### config.mk
export PLATFORM = sky130hd
export DESIGN_NAME = gpio_bus_arbiter_flat
export DESIGN_NICKNAME = d
export VERILOG_FILES = /design/src/rtl/gpio_bus_arbiter_if.sv /design/src/rtl/gpio_bus_arbiter.sv /design/src/flat_wrapper.sv
export SDC_FILE = /design/constraint.sdc
export NUM_CORES = 1
export LEC_CHECK = 0
export CAP_MARGIN = 20
export CORE_ASPECT_RATIO = 1.2
export CORE_MARGIN = 10
export CORE_UTILIZATION = 37
export DETAILED_ROUTE_END_ITERATION = 16
export PLACE_DENSITY = 0.88
export REMOVE_ABC_BUFFERS = 1
export SLEW_MARGIN = 10
export SYNTH_ARGS = -nofsm -noshare
export SYNTH_HDL_FRONTEND = slang
export SYNTH_SLANG_ARGS = --single-unit
### constraint.sdc
create_clock -name clk -period 2.2 [get_ports clk]
set_clock_uncertainty 0.2 [all_clocks]
set_input_delay 0.44 -clock clk [delete_from_list [all_inputs] [get_ports clk]]
set_output_delay 0.44 -clock clk [all_outputs]
set_load 0.005 [all_outputs]
### src/rtl/gpio_bus_arbiter_if.sv
// Shared bus bundle for gpio_bus_arbiter: requester side
// (valid/ready/response) plus the single GPIO slave port.
interface gpio_bus_arbiter_if #(
  parameter int NUM_REQ = 2,
  parameter int ADDR_W  = 32,
  parameter int DATA_W  = 32
);
  logic [NUM_REQ-1:0]        req_valid;
  logic [NUM_REQ-1:0]        req_write;
  logic [NUM_REQ*ADDR_W-1:0] req_addr;
  logic [NUM_REQ*DATA_W-1:0] req_wdata;
  logic [NUM_REQ-1:0]        req_ready;
  logic [NUM_REQ-1:0]        rsp_valid;
  logic [DATA_W-1:0]         rsp_rdata;
  logic                      busy;
  logic                      chip_select;
  logic                      write_enable;
  logic                      read_enable;
  logic [ADDR_W-1:0]         addr;
  logic [DATA_W-1:0]         write_data;
  logic [DATA_W-1:0]         read_data;

  // Arbiter view: it masters the GPIO slave port.
  modport master (
    input  req_valid, req_write, req_addr, req_wdata,
    input  read_data,
    output req_ready, rsp_valid, rsp_rdata, busy,
    output chip_select, write_enable, read_enable,
    output addr, write_data
  );

  // Environment view: requesters and the GPIO slave.
  modport slave (
    output req_valid, req_write, req_addr, req_wdata,
    output read_data,
    input  req_ready, rsp_valid, rsp_rdata, busy,
    input  chip_select, write_enable, read_enable,
    input  addr, write_data
  );
endinterface

### src/rtl/gpio_bus_arbiter.sv
// Round-robin arbiter/sequencer sharing one GPIO slave port.
// Define GPIO_ARB_FIXED_PRIO_EN for fixed priority (index 0 highest).
module gpio_bus_arbiter #(
  parameter int NUM_REQ = 2,
  parameter int ADDR_W  = 32,
  parameter int DATA_W  = 32
) (
  input  logic              clk,
  input  logic              rst,
  gpio_bus_arbiter_if.master bus
);

  localparam int IDW = $clog2(NUM_REQ);

  typedef enum logic [1:0] {
    IDLE  = 2'd0,
    ISSUE = 2'd1,
    RESP  = 2'd2
  } state_e;

  state_e              state_q, state_d;
  logic [IDW-1:0]      id_q, id_d;
  logic                write_q, write_d;
  logic [NUM_REQ-1:0]  req_ready_q, req_ready_d;
  logic [NUM_REQ-1:0]  rsp_valid_q, rsp_valid_d;
  logic [DATA_W-1:0]   rsp_rdata_q, rsp_rdata_d;
  logic                busy_q, busy_d;
  logic                cs_q, cs_d;
  logic                we_q, we_d;
  logic                re_q, re_d;
  logic [ADDR_W-1:0]   addr_q, addr_d;
  logic [DATA_W-1:0]   wdata_q, wdata_d;

  logic                win_vld;
  logic [IDW-1:0]      win_id;
  logic [IDW-1:0]      cand;
  logic                win_wr;
  logic [ADDR_W-1:0]   win_addr;
  logic [DATA_W-1:0]   win_wdata;

`ifndef GPIO_ARB_FIXED_PRIO_EN
  logic [IDW-1:0]      ptr_q, ptr_d;
  logic [IDW:0]        sum;
`endif

  // Pick the winner: first pending index from the search start.
  always_comb begin
    win_vld = 1'b0;
    win_id  = '0;
    cand    = '0;
`ifndef GPIO_ARB_FIXED_PRIO_EN
    sum     = '0;
`endif
    for (int k = 0; k < NUM_REQ; k++) begin
`ifdef GPIO_ARB_FIXED_PRIO_EN
      cand = IDW'(k);
`else
      sum = {1'b0, ptr_q} + (IDW+1)'(k);
      if (sum >= (IDW+1)'(NUM_REQ))
        sum = sum - (IDW+1)'(NUM_REQ);
      cand = sum[IDW-1:0];
`endif
      if (!win_vld && bus.req_valid[cand]) begin
        win_vld = 1'b1;
        win_id  = cand;
      end
    end
  end

  // Extract the winning requester's payload.
  always_comb begin
    win_wr    = bus.req_write[win_id];
    win_addr  = ADDR_W'(bus.req_addr >> (ADDR_W * int'(win_id)));
    win_wdata = DATA_W'(bus.req_wdata >> (DATA_W * int'(win_id)));
  end

  // Sequencer: next state and registered outputs.
  always_comb begin
    state_d     = state_q;
    id_d        = id_q;
    write_d     = write_q;
    req_ready_d = '0;
    rsp_valid_d = '0;
    rsp_rdata_d = '0;
    cs_d        = 1'b0;
    we_d        = 1'b0;
    re_d        = 1'b0;
    addr_d      = '0;
    wdata_d     = '0;
`ifndef GPIO_ARB_FIXED_PRIO_EN
    ptr_d       = ptr_q;
`endif
    unique case (state_q)
      IDLE: begin
        if (win_vld) begin
          state_d             = ISSUE;
          id_d                = win_id;
          write_d             = win_wr;
          req_ready_d[win_id] = 1'b1;
          cs_d                = 1'b1;
          we_d                = win_wr;
          re_d                = !win_wr;
          addr_d              = win_addr;
          wdata_d             = win_wr ? win_wdata : '0;
        end
      end
      ISSUE: begin
        state_d           = RESP;
        rsp_valid_d[id_q] = 1'b1;
        rsp_rdata_d       = write_q ? '0 : bus.read_data;
      end
      RESP: begin
        state_d = IDLE;
`ifndef GPIO_ARB_FIXED_PRIO_EN
        ptr_d = (id_q == IDW'(NUM_REQ - 1)) ? '0 : id_q + 1'b1;
`endif
      end
      default: state_d = IDLE;
    endcase
    busy_d = (state_d != IDLE);
  end

  // State and output registers, cleared asynchronously.
  always_ff @(posedge clk or negedge rst) begin
    if (!rst) begin
      state_q     <= IDLE;
      id_q        <= '0;
      write_q     <= 1'b0;
      req_ready_q <= '0;
      rsp_valid_q <= '0;
      rsp_rdata_q <= '0;
      busy_q      <= 1'b0;
      cs_q        <= 1'b0;
      we_q        <= 1'b0;
      re_q        <= 1'b0;
      addr_q      <= '0;
      wdata_q     <= '0;
    end else begin
      state_q     <= state_d;
      id_q        <= id_d;
      write_q     <= write_d;
      req_ready_q <= req_ready_d;
      rsp_valid_q <= rsp_valid_d;
      rsp_rdata_q <= rsp_rdata_d;
      busy_q      <= busy_d;
      cs_q        <= cs_d;
      we_q        <= we_d;
      re_q        <= re_d;
      addr_q      <= addr_d;
      wdata_q     <= wdata_d;
    end
  end

`ifndef GPIO_ARB_FIXED_PRIO_EN
  // Round-robin pointer register.
  always_ff @(posedge clk or negedge rst) begin
    if (!rst) ptr_q <= '0;
    else      ptr_q <= ptr_d;
  end
`endif

  assign bus.req_ready    = req_ready_q;
  assign bus.rsp_valid    = rsp_valid_q;
  assign bus.rsp_rdata    = rsp_rdata_q;
  assign bus.busy         = busy_q;
  assign bus.chip_select  = cs_q;
  assign bus.write_enable = we_q;
  assign bus.read_enable  = re_q;
  assign bus.addr         = addr_q;
  assign bus.write_data   = wdata_q;

endmodule

### src/flat_wrapper.sv
// flat-port wrapper written by rule: the top's interface ports become plain ports
module gpio_bus_arbiter_flat 
#(
  parameter int NUM_REQ = 2,
  parameter int ADDR_W  = 32,
  parameter int DATA_W  = 32
)
  (clk, rst, bus_req_valid, bus_req_write, bus_req_addr, bus_req_wdata, bus_read_data, bus_req_ready, bus_rsp_valid, bus_rsp_rdata, bus_busy, bus_chip_select, bus_write_enable, bus_read_enable, bus_addr, bus_write_data);
  gpio_bus_arbiter_if #(.NUM_REQ(NUM_REQ), .ADDR_W(ADDR_W), .DATA_W(DATA_W)) bus_i ();
  input  logic clk;
  input  logic rst;
  input wire logic [$bits(bus_i.req_valid)-1:0] bus_req_valid;
  input wire logic [$bits(bus_i.req_write)-1:0] bus_req_write;
  input wire logic [$bits(bus_i.req_addr)-1:0] bus_req_addr;
  input wire logic [$bits(bus_i.req_wdata)-1:0] bus_req_wdata;
  input wire logic [$bits(bus_i.read_data)-1:0] bus_read_data;
  output wire logic [$bits(bus_i.req_ready)-1:0] bus_req_ready;
  output wire logic [$bits(bus_i.rsp_valid)-1:0] bus_rsp_valid;
  output wire logic [$bits(bus_i.rsp_rdata)-1:0] bus_rsp_rdata;
  output wire logic [$bits(bus_i.busy)-1:0] bus_busy;
  output wire logic [$bits(bus_i.chip_select)-1:0] bus_chip_select;
  output wire logic [$bits(bus_i.write_enable)-1:0] bus_write_enable;
  output wire logic [$bits(bus_i.read_enable)-1:0] bus_read_enable;
  output wire logic [$bits(bus_i.addr)-1:0] bus_addr;
  output wire logic [$bits(bus_i.write_data)-1:0] bus_write_data;
  assign bus_i.req_valid = bus_req_valid;
  assign bus_i.req_write = bus_req_write;
  assign bus_i.req_addr = bus_req_addr;
  assign bus_i.req_wdata = bus_req_wdata;
  assign bus_i.read_data = bus_read_data;
  assign bus_req_ready = bus_i.req_ready;
  assign bus_rsp_valid = bus_i.rsp_valid;
  assign bus_rsp_rdata = bus_i.rsp_rdata;
  assign bus_busy = bus_i.busy;
  assign bus_chip_select = bus_i.chip_select;
  assign bus_write_enable = bus_i.write_enable;
  assign bus_read_enable = bus_i.read_enable;
  assign bus_addr = bus_i.addr;
  assign bus_write_data = bus_i.write_data;
  gpio_bus_arbiter #(.NUM_REQ(NUM_REQ), .ADDR_W(ADDR_W), .DATA_W(DATA_W)) u_core (.clk(clk), .rst(rst), .bus(bus_i));
endmodule
# == Word-level counts from Yosys, hierarchy flattened ==
# Cells that the tools add are included.
# totals
register_bits,109
out_inout_bits,104
elab_cells,72
# classes
add_sub_neg,4
magnitude_cmp,8
n_eq_ne,2
n_shift,2
n_mux,35
reduce_logical,8
# op_table
operator,count
32-bit 2-to-1 mux,7
64-bit by 6-bit right shift with 32-bit output,2
1-bit 2-to-1 mux,21
"1-bit by 2-bit < comparator with 1-bit output, second input constant",4
2-bit 2-to-1 mux,4
2-bit case mux with 2 select lines,1
1-bit logical AND,3
"1-bit by 1-bit adder with 2-bit output, second input constant",1
1-bit demux with 1-bit select,2
"2-bit by 1-bit equality test with 1-bit output, second input constant",1
"2-bit equality test, second input constant",1
"1-bit >= comparator, second input constant",2
"1-bit by 2-bit >= comparator with 1-bit output, second input constant",1
"2-bit >= comparator, second input constant",1
1-bit zero test,2
2-bit zero test,1
2-bit AND reduction,1
2-bit nonzero test,1
"1-bit subtractor, second input constant",2
"1-bit adder, second input constant",1

# == Logic depth before layout (Yosys ltp) ==
# Gate-level depths: netlist of run 1.
# logic_depth
depth_word,14
mapped_depth,5
depth_no_buf,4

# == Worst setup path after synthesis of run 1 ==
# OpenSTA, ideal clock, no wires.
# synth_path
path_type,register -> register
start,register u_core.ptr_q
end,"register u_core.wdata_q[10], in the netlist u_core.bus.write_data[10]"
setup_time_ns,0.121
arrival_ns,1.160
required_ns,1.879
setup_slack_ns,0.719
stages_incl_launch_ff,6
n_path_buf,2
period_less_slack_ns,1.481
path_cell_list,dfrtp_1 -> nand2b_1 -> and4_1 -> buf_2 -> buf_6 -> a22o_1
# synth_via
elab_chain_len,13
# synth_lines
item,line_no,rtl
start: declaration,gpio_bus_arbiter.sv:42,"logic [IDW-1:0] ptr_q, ptr_d;"
start signal: assignment,gpio_bus_arbiter.sv:158,else ptr_q <= ptr_d;
branches (longest 11 deep; another with 1-bit by 2-bit >= comparator with 1-bit output),--,
32-bit 2-to-1 mux *,gpio_bus_arbiter.sv:95,if (win_vld) begin
32-bit 2-to-1 mux *,gpio_bus_arbiter.sv:93,unique case (state_q)
via u_core.wdata_d[10],gpio_bus_arbiter.sv:32,"logic [DATA_W-1:0] wdata_q, wdata_d;"
end signal: assignment,gpio_bus_arbiter.sv:150,wdata_q <= wdata_d;
end: declaration,gpio_bus_arbiter.sv:32,
# Mark *: on every way through the listed nets, which the timed path passes. The select of a mux whose other input is x is not followed.
# A chain may end at the register's enable or synchronous reset.

# == Worst setup path in the final report of run 1 ==
# layout_path
start,"register u_core.addr_q[18], in the netlist u_core.bus.addr[18]"
end,output port bus_addr[18]
# layout_lines
item,line_no,rtl
start: declaration,gpio_bus_arbiter.sv:31,"logic [ADDR_W-1:0] addr_q, addr_d;"
start signal: assignment,gpio_bus_arbiter.sv:149,addr_q <= addr_d;
end: declaration,flat_wrapper.sv:24,output wire logic [$bits(bus_i.addr)-1:0] bus_addr;
# No word-level cell between the ends.

==> results of run 1 <==
## worst max path at each step
| stage | slack [ns] | from | end |
|---|---|---|---|
| floorplan | 0.44 | u_core.state_q[0] | u_core.bus.write_data[0] |
| global placement | 0.19 | bus_req_valid[1] | u_core.bus.read_enable |
| detailed placement | 0.12 | bus_req_valid[1] | u_core.bus.write_data[16] |
| CTS | 0.31 | u_core.bus.busy | bus_busy |
| global route | 0.30 | u_core.bus.addr[18] | bus_addr[18] |
| finish | 0.34 | u_core.bus.addr[18] | bus_addr[18] |
## power groups by stage
stage          Sequential [mW]  Clock (mW)  Combinational (mW)
5_1_grt                   2.68        1.85                2.37
6_report                  2.63        1.73                2.20
4_1_cts                   2.64        1.77                2.25
2_1_floorplan             2.71           0               0.600
3_3_place_gp              2.66           0                2.17
3_5_place_dp              2.68           0                2.23
## logic make-up after synthesis
family,Yosys count,share of synthesized area (%)
compound gates,70,15.7
flops,109,71.5
simple gates,50,7.91
buf+inv,22,4.82
## cell usage after synthesis (all sizes together) (2+ instances only)
library cell  number
a21oi              2
a22o              64
and2              33
and3               3
and4               2
buf               16
clkbuf             3
dfrtp            109
inv                3
nand2              4
nand2b             3
nor2               3
## registers in the layout, indices dropped and copies added, names as in the netlist, 2 cells and up
register               cells
u_core.bus.addr           32
u_core.bus.req_ready       2
u_core.bus.rsp_rdata      32
u_core.bus.rsp_valid       2
u_core.bus.write_data     32
u_core.state_q             2
## worst register-to-register path, cell delays in order, from the launching register on
cell	delay, ns
dfrtp_1	0.41
nand2b_1	0.20
and4_1	0.26
buf_12	0.17
a22o_1	0.21
## layer usage
layer	up-vias	GRT usage (%)	routed length, µm
met3	29	7.70	1450
met2	173	32.3	7240
met4	0	7.91	404
met1	1512	16.9	4380
met5	-	0	0
li1	1418	-	-
## repair_timing
item | in CTS | in global routing
endpoints found under the hold margin | 109 | 0
hold buffers | 1 | 0
setup endpoints to repair | 0 | 0
## area by class of cell
class	count	share of cell area [%]
Timing Repair Buffer	277	40.7
Tap cell	126	2.27
Clock inverter	5	1.21
Inverter	3	0.162
Multi-Input combinational cell	120	13.0
Sequential cell	109	39.3
Clock buffer	10	3.44
## through the flow
stage,cell area (µm²),instances
after CTS,6950,650
final,6950,650
after floorplan,3640,232
after global placement,6620,634
after detailed placement,6620,634
after global routing,6950,650
==> impl_results.rst, run 1 <==
.. list-table::
   :header-rows: 1

   * - Metric
     - Value
   * - Unrepaired setup endpoints after global routing
     - false
   * - Initial cell density of the core
     - between 30% and 40%
   * - Share of synthesized flip-flops with an asynchronous set or reset
     - 100%
   * - Worst hold-check path type
     - in2async
   * - Instance count of the mapped netlist
     - 251
   * - Final hold slack
     - around 0.25 ns
   * - CP bufs+invs
     - 1
   * - Area of the die
     - 14800 µm²
   * - Total count of max-transition violations in the final report
     - 0
   * - Number of synthesized flops with an enable pin
     - 0
   * - Final setup violating endpoints
     - 0
   * - Pin count of the biggest net entering global routing
     - 60
   * - Setup fix buffers added after clock tree synthesis
     - 0
   * - Largest voltage drop on the vdd net
     - 0.486 mV
   * - Comb power frac
     - 33.6%
   * - Via-per-instance ratio
     - about 4.8
   * - Clock buffers created by TritonCTS
     - 9
   * - Overall fraction of global-route tracks in use
     - 17.9%
   * - Routed Antenna Nets
     - 0
   * - Critical path required time
     - about 1.6 ns
   * - Synth Area per Inst
     - 15.2 µm²
   * - Total grt overflow
     - 0
   * - CP peak stage delay
     - 0.55 ns
   * - Power per standard cell area
     - 945 nW/µm²
   * - Count of cell types in the netlist
     - 20
   * - Net Sw Frac
     - about 26%
   * - Internal power summed over all cells
     - 4.88 mW
   * - Clock transition at the registers of the reported paths
     - 0.07 ns
   * - Final period demand of the worst path
     - 1.86 ns
   * - Dominant cells by area after synthesis
     - dfrtp_1, a22o_1, and2_1, buf_6, and3_1
   * - Clock network power share
     - 26.4%
   * - Sink Count
     - 109
   * - Worst slack at placement
     - ~0.12 ns
   * - Buffer levels on the longest clock path
     - 2
   * - Total of max-cap violations
     - 0
   * - Area used by multi-input combinational logic
     - 901 µm²
   * - Vias in the first global route
     - 3694
   * - Summed instance area of the synthesized netlist
     - around 3800 µm²
   * - Most frequent cells in the layout
     - clkdlybuf4s50_1, dfrtp_1, a22o_1
   * - Net count, final
     - 686
   * - TritonCTS clock tree
     - built
   * - Critical-path cell list
     - clkdlybuf4s50_1
   * - Layout-stage area growth over the synthesis result
     - 82.2%
   * - Arrival time of the worst setup path
     - 1.22 ns
   * - Share of final-layout standard cells stronger than drive strength 1
     - 4.96%
   * - Largest fanout on the critical path
     - 1
   * - Number of cells on the critical path
     - 1
   * - Standard cell with the maximum stage delay on the critical path
     - clkdlybuf4s50_1
   * - Type of element launching the critical path
     - flop
   * - Worst path top cell family by delay
     - buffers and inverters
   * - Worst flop-to-flop path startpoint
     - u_core.ptr_q
   * - Share of total power in sequential cells
     - 40.1%
   * - DRT Wirelength
     - 13500 µm
   * - Most used flip-flop cell after synthesis
     - dfrtp_1
   * - Status
     - finished clean
   * - First-pass GRT wire length
     - ~21000 µm
   * - Total power draw
     - between 6 and 7 mW
   * - Achievable clock frequency
     - approximately 0.54 GHz
   * - Die Ht
     - between 100 and 150 µm
   * - YS warnings
     - 0
   * - Setup slack of the most critical reg-to-reg path
     - between 0.6 and 0.7 ns
   * - Tcrit/Tclk final
     - 84.6%
   * - Total vias in the final route
     - 3132
   * - Static leakage power
     - 3.10 nW
   * - Setup crit end kind
     - primary output
   * - Reg2Reg Capture Point
     - u_core.bus.write_data[16]
   * - Antenna diode count
     - 0
   * - IO Count
     - 270
   * - Flip-flop and latch count after synthesis
     - about 110
   * - Area fraction of the dominant cell type after synthesis
     - 71.5%
   * - Remaining design rule violation count
     - 0
   * - Most common library cell in the layout ignoring fill and taps
     - clkdlybuf4s50_1
   * - PnR worst setup slack
     - 0.340 ns
   * - Post-layout utilization of the core
     - roughly 70%
   * - Buffers added on ports
     - 269
   * - TNS Setup
     - 0 ns
   * - Final hold viol count
     - 0
   * - Sequential area share after synthesis
     - 71.5%
   * - Worst-skew pair later-pin latency
     - 0.34 ns
   * - Gp weighted congestion
     - about 0.77
   * - Count of standard-cell rows
     - 40
   * - Startpoint-to-endpoint class of the critical path
     - reg2out
   * - Root cell of the clock tree
     - clkbuf_16
   * - Die extent in x
     - 113 µm
   * - Slew at the pin with the worst max-slew slack
     - 0.315 ns
   * - Antenna violations before repair
     - 0
   * - Storage cell area
     - about 2700 µm²
   * - Average wire per standard cell
     - 20.7 µm
   * - Cell type with the highest aggregate area in the netlist
     - dfrtp_1
   * - Core region area
     - 10100 µm²
   * - Switching component of the power
     - 1.69 mW
   * - Iter 0 DRT Violations
     - a little over 100
   * - Detailed-routing iteration count for the pre-antenna-repair pass
     - 4
   * - Count of H-tree levels built during CTS
     - 3
   * - Filler Cell Count
     - 682
   * - DPL Wire Length
     - 11000 µm
   * - R2R depth
     - 4
   * - Post-CTS sizing
     - 0
   * - Worst rel slew slack
     - between 70% and 80%
Note: power is estimated with default switching activity, not from simulation.
==> inputs of run 2 (changes only) <==
--- a/config.mk
+++ b/config.mk
@@ -8,9 +8,9 @@
 export CAP_MARGIN = 20
 export CORE_ASPECT_RATIO = 1.2
 export CORE_MARGIN = 10
-export CORE_UTILIZATION = 37
+export CORE_UTILIZATION = 31
 export DETAILED_ROUTE_END_ITERATION = 16
-export PLACE_DENSITY = 0.88
+export PLACE_DENSITY = 0.79
 export REMOVE_ABC_BUFFERS = 1
 export SLEW_MARGIN = 10
 export SYNTH_ARGS = -nofsm -noshare
==> constraint.sdc (replaced) <==
create_clock -name clk -period 1.7 [get_ports clk]
set_clock_uncertainty 0.2 [all_clocks]
set_input_delay 0.34 -clock clk [delete_from_list [all_inputs] [get_ports clk]]
set_output_delay 0.34 -clock clk [all_outputs]
set_load 0.005 [all_outputs]
==> impl_results.rst, run 2 (synthesis results as in run 1) <==
.. list-table::
   :header-rows: 1

   * - Metric
     - Value
   * - Status
     - finished clean (unchanged)
   * - Sink Count
     - 109 (unchanged)
   * - Total count of max-transition violations in the final report
     - 0 (unchanged)
   * - Type of element launching the critical path
     - flop (unchanged)
   * - Share of final-layout standard cells stronger than drive strength 1
     - 5.49% (was 4.96%)
   * - Vias in the first global route
     - 3465 (was 3694)
   * - Setup crit end kind
     - flop (was primary output)
   * - Unrepaired setup endpoints after global routing
     - false (unchanged)
   * - Remaining design rule violation count
     - 0 (unchanged)
   * - R2R depth
     - 4 (unchanged)
   * - Share of total power in sequential cells
     - 43.3% (was 40.1%)
   * - Root cell of the clock tree
     - clkbuf_16 (unchanged)
   * - Critical path required time
     - 1.76 ns (was 1.56 ns)
   * - Total of max-cap violations
     - 0 (unchanged)
   * - Final period demand of the worst path
     - 1.57 ns
   * - Dpl cell area
     - 6690 µm² (was 6620 µm²)
   * - Tcrit/Tclk final
     - 92.2%
   * - Number of cells on the critical path
     - 4 (was 1)
   * - Worst hold start
     - u_core.id_q
   * - Gp weighted congestion
     - 0.799 (was 0.768)
   * - Total vias in the final route
     - 3100 (was 3132)
   * - Filler Cell Count
     - 1023 (was 682)
   * - TritonCTS clock tree
     - built (unchanged)
   * - Number of placed instances, taps included
     - 673 (was 634)
   * - Power per standard cell area
     - 1140 nW/µm² (was 945 nW/µm²)
   * - Slew at the pin with the worst max-slew slack
     - 0.587 ns (was 0.315 ns)
   * - Worst path top cell family by delay
     - simple AND/OR/NAND/NOR gates (was buffers and inverters)
   * - DRT Wirelength
     - 13300 µm (was 13500 µm)
   * - Buffer levels on the longest clock path
     - 2 (unchanged)
   * - Area used by multi-input combinational logic
     - 901 µm² (unchanged)
   * - Total grt overflow
     - 0 (unchanged)
   * - Cell depth of the worst hold path
     - 1
   * - Overall fraction of global-route tracks in use
     - 14.9% (was 17.9%)
   * - Average wire per standard cell
     - 19.3 µm (was 20.7 µm)
   * - Clock transition at the registers of the reported paths
     - 0.07 ns (about the same)
   * - Switching component of the power
     - 2.15 mW (was 1.69 mW)
   * - Storage cell area
     - 2730 µm² (unchanged)
   * - Number of standard cells in the final layout excluding fillers
     - 689 (was 650)
   * - Count of H-tree levels built during CTS
     - 3 (unchanged)
   * - Static leakage power
     - 3.52 nW (was 3.10 nW)
   * - Setup fix buffers added after clock tree synthesis
     - 0 (unchanged)
   * - Net Sw Frac
     - 27.5% (was 25.7%)
   * - Core region area
     - 12100 µm² (was 10100 µm²)
   * - Buffers added on ports
     - 269 (unchanged)
   * - Antenna diode count
     - 0 (unchanged)
   * - Net count, final
     - 690 (was 686)
   * - Arrival time of the worst setup path
     - 1.63 ns (was 1.22 ns)
   * - Die extent in x
     - 121 µm (was 113 µm)
   * - Routed Antenna Nets
     - 0 (unchanged)
   * - Source of the critical timing path
     - u_core.state_q[0] (was u_core.bus.addr[18])
   * - IO Count
     - 270 (unchanged)
   * - Pin count of the biggest net entering global routing
     - 110 (was 60)
   * - Comb power frac
     - 32.3% (was 33.6%)
   * - Standard cell with the maximum stage delay on the critical path
     - dfrtp_1 (was clkdlybuf4s50_1)
   * - Largest voltage drop on the vdd net
     - 0.729 mV (was 0.486 mV)
   * - Final setup violating endpoints
     - 0 (unchanged)
   * - Initial cell density of the core
     - 31.6% (was 37.9%)
   * - Critical-path cell list
     - nor2_2, and3_1, buf_12, a22o_1 (was clkdlybuf4s50_1)
   * - Worst-skew pair later-pin latency
     - 0.33 ns (was 0.34 ns)
   * - Detailed-routing iteration count for the pre-antenna-repair pass
     - 4 (unchanged)
   * - Post-layout utilization of the core
     - 56.7% (was 69.1%)
   * - Area of the die
     - 17200 µm² (was 14800 µm²)
   * - First-pass GRT wire length
     - 19800 µm (was 20800 µm)
   * - Internal power summed over all cells
     - 5.64 mW (was 4.88 mW)
   * - Clock buffers created by TritonCTS
     - 9 (unchanged)
   * - Total power draw
     - 7.79 mW (was 6.57 mW)
   * - Worst flop-to-flop path startpoint
     - u_core.state_q[0] (was u_core.ptr_q)
   * - Via-per-instance ratio
     - 4.50 (was 4.82)
   * - CP peak stage delay
     - 0.40 ns (was 0.55 ns)
   * - CP bufs+invs
     - 1 (unchanged)
   * - Startpoint-to-endpoint class of the critical path
     - reg2reg (was reg2out)
   * - Antenna violations before repair
     - 0 (unchanged)
   * - Layout-stage area growth over the synthesis result
     - 79.3% (was 82.2%)
   * - Clock network power share
     - 24.4% (was 26.4%)
   * - Area of all placed cells without fillers
     - 6840 µm² (was 6950 µm²)
   * - TNS Setup
     - 0 ns (unchanged)
   * - Worst rel slew slack
     - 60.9% (was 79.0%)
   * - Die Ht
     - 141 µm (was 131 µm)
   * - DPL Wire Length
     - 10700 µm (was 11000 µm)
   * - Most frequent cells in the layout
     - clkdlybuf4s50_1, dfrtp_1, dlygate4sd2_1 (was clkdlybuf4s50_1, dfrtp_1, a22o_1)
   * - Most common library cell in the layout ignoring fill and taps
     - clkdlybuf4s50_1 (unchanged)
   * - Worst hold-check path type
     - reg2reg (was in2async)
   * - Largest fanout on the critical path
     - 33 (was 1)
   * - Final hold viol count
     - 0 (unchanged)
   * - Achievable clock frequency
     - around 0.64 GHz
   * - Count of standard-cell rows
     - 44 (was 40)
   * - Iter 0 DRT Violations
     - 131 (was 102)
==> run 2: cell types whose count changed in the layout (fill, tap and decap cells not counted), moves of 2 or more <==
cell,delta
buf_4,+4
clkdlybuf4s50_1,-104
dlygate4sd2_1,+104
bufinv_16,-2
==> run 2: power by group through the flow <==
stage               logic, mW  clock network (mW)  registers, mW
floorplan               0.776                   0           3.51
global placement         2.88                   0           3.44
detailed placement       2.95                   0           3.46
CTS                      2.58                1.97           3.39
global route             2.74                2.06           3.44
finish                   2.52                1.90           3.37
==> run 2: timing repair <==
action                                  4_1_cts  5_1_grt
endpoints found under the hold margin       109        0
endpoints found under the setup margin      104        0
gates resized for setup                     104        0
hold buffers                                  1        0
==> run 2: layout make-up <==
type                    count  share of cell area [%]
well taps                 161                    2.95
clock inverters             5                   0.549
inverters                   3                   0.165
repair buffers            281                    39.9
multi-input cells         120                    13.2
clock buffers              10                    3.35
flip-flops and latches    109                    39.9
==> run 2: layer usage <==
metal,wire [µm],vias up,track usage (%)
met5,0,-,0
met4,185,0,4.21
met3,1500,11,7.26
met2,6920,166,26.9
met1,4660,1493,14.8
li1,-,1430,-
==> run 2: final timing paths <==
path,end,slack (ns)
worst max register to register,u_core.bus.addr[7],0.13
min in group asynchronous,u_core.bus.rsp_rdata[10],0.41
worst min register to register,u_core.bus.rsp_valid[0],0.28
worst min-delay path,u_core.bus.rsp_valid[0],0.28
max in group asynchronous,u_core.bus.addr[15],0.42
worst max-delay path,u_core.bus.addr[7],0.13
==> run 2: per-stage QoR <==
| step | setup slack (ns) | hold WS, ns |
|---|---|---|
| after floorplan | -0.0552 | -0.156 |
| after global placement | -0.152 | 0.252 |
| after detailed placement | -0.206 | 0.260 |
| after CTS | 0.129 | 0.280 |
| after global routing | 0.0450 | 0.330 |
| final | 0.133 | 0.281 |
==> inputs of run 3 (changes only) <==
--- a/config.mk
+++ b/config.mk
@@ -11,8 +11,8 @@
 export CORE_UTILIZATION = 31
 export DETAILED_ROUTE_END_ITERATION = 16
 export PLACE_DENSITY = 0.79
+export RECOVER_POWER = 100
 export REMOVE_ABC_BUFFERS = 1
-export SLEW_MARGIN = 10
 export SYNTH_ARGS = -nofsm -noshare
 export SYNTH_HDL_FRONTEND = slang
 export SYNTH_SLANG_ARGS = --single-unit
==> impl_results.rst, run 3 (synthesis results as in run 1) <==
.. list-table::
   :header-rows: 1

   * - Metric
     - Value
   * - Via-per-instance ratio
     - 4.51 (was 4.50)
   * - Area of the die
     - 17200 µm² (unchanged)
   * - Number of standard cells in the final layout excluding fillers
     - 689 (unchanged)
   * - TNS Setup
     - 0 ns (unchanged)
   * - Critical path required time
     - 1.76 ns (about the same)
   * - Total power draw
     - 7.74 mW (was 7.79 mW)
   * - Standard cell with the maximum stage delay on the critical path
     - clkdlybuf4s50_1 (was dfrtp_1)
   * - Status
     - finished clean (unchanged)
   * - Type of element launching the critical path
     - input pin (was flop)
   * - Final setup violating endpoints
     - 0 (unchanged)
   * - Root cell of the clock tree
     - clkbuf_16 (unchanged)
   * - Critical-path cell list
     - clkdlybuf4s50_1, clkbuf_1, and3_1, buf_12, a22o_1 (was nor2_2, and3_1, buf_12, a22o_1)
   * - Total of max-cap violations
     - 0 (unchanged)
   * - Total grt overflow
     - 0 (unchanged)
   * - Unrepaired setup endpoints after global routing
     - false (unchanged)
   * - Most frequent cells in the layout
     - clkdlybuf4s50_1, dfrtp_1, dlygate4sd2_1 (unchanged)
   * - Most common library cell in the layout ignoring fill and taps
     - clkdlybuf4s50_1 (unchanged)
   * - Final hold viol count
     - 0 (unchanged)
   * - Total count of max-transition violations in the final report
     - 0 (unchanged)
   * - Routed Antenna Nets
     - 0 (unchanged)
   * - Buffer levels on the longest clock path
     - 2 (unchanged)
   * - Worst hold-check path type
     - reg2reg (unchanged)
   * - Gp weighted congestion
     - 0.799 (unchanged)
   * - Clock buffers created by TritonCTS
     - 9 (unchanged)
   * - Largest voltage drop on the vdd net
     - 0.728 mV (was 0.729 mV)
   * - Final period demand of the worst path
     - 1.59 ns (was 1.57 ns)
   * - Pin count of the biggest net entering global routing
     - 110 (unchanged)
   * - Die extent in x
     - 121 µm (unchanged)
   * - Remaining design rule violation count
     - 0 (unchanged)
   * - Vias in the first global route
     - 3465 (unchanged)
   * - Antenna diode count
     - 0 (unchanged)
   * - Detailed-routing iteration count for the pre-antenna-repair pass
     - 4 (unchanged)
   * - Net count, final
     - 690 (unchanged)
   * - Arrival time of the worst setup path
     - 1.66 ns (was 1.63 ns)
   * - PnR worst setup slack
     - 0.108 ns (was 0.133 ns)
   * - DRT Wirelength
     - 13300 µm (about the same)
   * - Sink Count
     - 109 (unchanged)
   * - CP peak stage delay
     - 0.48 ns (was 0.40 ns)
   * - Buffers added on ports
     - 269 (unchanged)
   * - Antenna violations before repair
     - 0 (unchanged)
   * - Number of placed instances, taps included
     - 673 (unchanged)
   * - Worst slack at placement
     - -0.206 ns (unchanged)
   * - Initial cell density of the core
     - 31.6% (unchanged)
   * - Die Ht
     - 141 µm (unchanged)
   * - Largest fanout on the critical path
     - 33 (unchanged)
   * - TritonCTS clock tree
     - built (unchanged)
   * - Area of all placed cells without fillers
     - 6810 µm² (was 6840 µm²)
   * - Core region area
     - 12100 µm² (unchanged)
   * - Worst rel slew slack
     - 45.2% (was 60.9%)
   * - Setup fix buffers added after clock tree synthesis
     - 0 (unchanged)
   * - Overall fraction of global-route tracks in use
     - 14.9% (unchanged)
   * - Final hold slack
     - 0.283 ns (was 0.281 ns)
   * - Clock transition at the registers of the reported paths
     - 0.07 ns (about the same)
   * - Tcrit/Tclk final
     - 93.7% (was 92.2%)
   * - First-pass GRT wire length
     - 19800 µm (unchanged)
   * - Total vias in the final route
     - 3104 (was 3100)
   * - Layout-stage area growth over the synthesis result
     - 78.5% (was 79.3%)
   * - Count of H-tree levels built during CTS
     - 3 (unchanged)
   * - Worst-skew pair later-pin latency
     - 0.33 ns (about the same)
   * - Dpl cell area
     - 6690 µm² (unchanged)
   * - Setup crit end kind
     - flop (unchanged)
   * - Iter 0 DRT Violations
     - 131 (unchanged)
   * - IO Count
     - 270 (unchanged)
   * - Static leakage power
     - 3.48 nW (was 3.52 nW)
   * - Filler Cell Count
     - 1030 (was 1023)
   * - Post-layout utilization of the core
     - 56.5% (was 56.7%)
   * - Achievable clock frequency
     - 0.628 GHz (was 0.638 GHz)
   * - Average wire per standard cell
     - 19.2 µm (was 19.3 µm)
   * - Slew at the pin with the worst max-slew slack
     - 0.822 ns (was 0.587 ns)
   * - DPL Wire Length
     - 10700 µm (unchanged)
   * - Startpoint-to-endpoint class of the critical path
     - in2reg (was reg2reg)
   * - Share of final-layout standard cells stronger than drive strength 1
     - 4.92% (was 5.49%)
   * - Count of standard-cell rows
     - 44 (unchanged)
   * - Power per standard cell area
     - 1140 nW/µm² (about the same)
run 3: power breakdown:
group	switching, mW	leakage, nW	total (mW)	internal (mW)
clock	0.908	0.125	1.90	0.992
sequential	0.176	1.46	3.37	3.20
combinational	1.06	1.90	2.47	1.41
run 3: layout make-up:
class	instances	area, µm²	share of cell area (%)
Tap cell	161	201	2.96
Clock inverter	5	37.5	0.551
Multi-Input combinational cell	120	901	13.2
Sequential cell	109	2730	40.1
Timing Repair Buffer	281	2700	39.7
Inverter	3	11.3	0.165
Clock buffer	10	229	3.36
run 3: what timing repair did:
item                                    CTS  global route
endpoints found under the hold margin   109             0
resized for setup                       104             0
hold buffers                              1             0
endpoints found under the setup margin  104             0
run 3: path summary, 6_finish.rpt:
check | start | endpoint | slack, ns | cells after the start
setup / recovery | bus_req_valid[1] | u_core.bus.addr[7] | 0.11 | 5
max in group asynchronous | rst | u_core.bus.addr[15] | 0.18 | 3
hold / removal | u_core.id_q | u_core.bus.rsp_valid[0] | 0.28 | 1
min in group asynchronous | rst | u_core.bus.rsp_rdata[10] | 0.50 | 3
setup reg to reg | u_core.state_q[0] | u_core.bus.addr[7] | 0.13 | 4
hold reg to reg | u_core.id_q | u_core.bus.rsp_valid[0] | 0.28 | 1
run 3: layer usage:
layer | global-route usage [%] | share of wire, %
met5 | 0 | 0
met1 | 14.8 | 35
met4 | 4.21 | 1.4
met3 | 7.26 | 11
met2 | 26.9 | 52
run 3: critical path: cells and delay by family:
kind	cells	cell delay [ns]
compound gates	1	0.17
buf+inv	3	0.86
simple gates	1	0.27
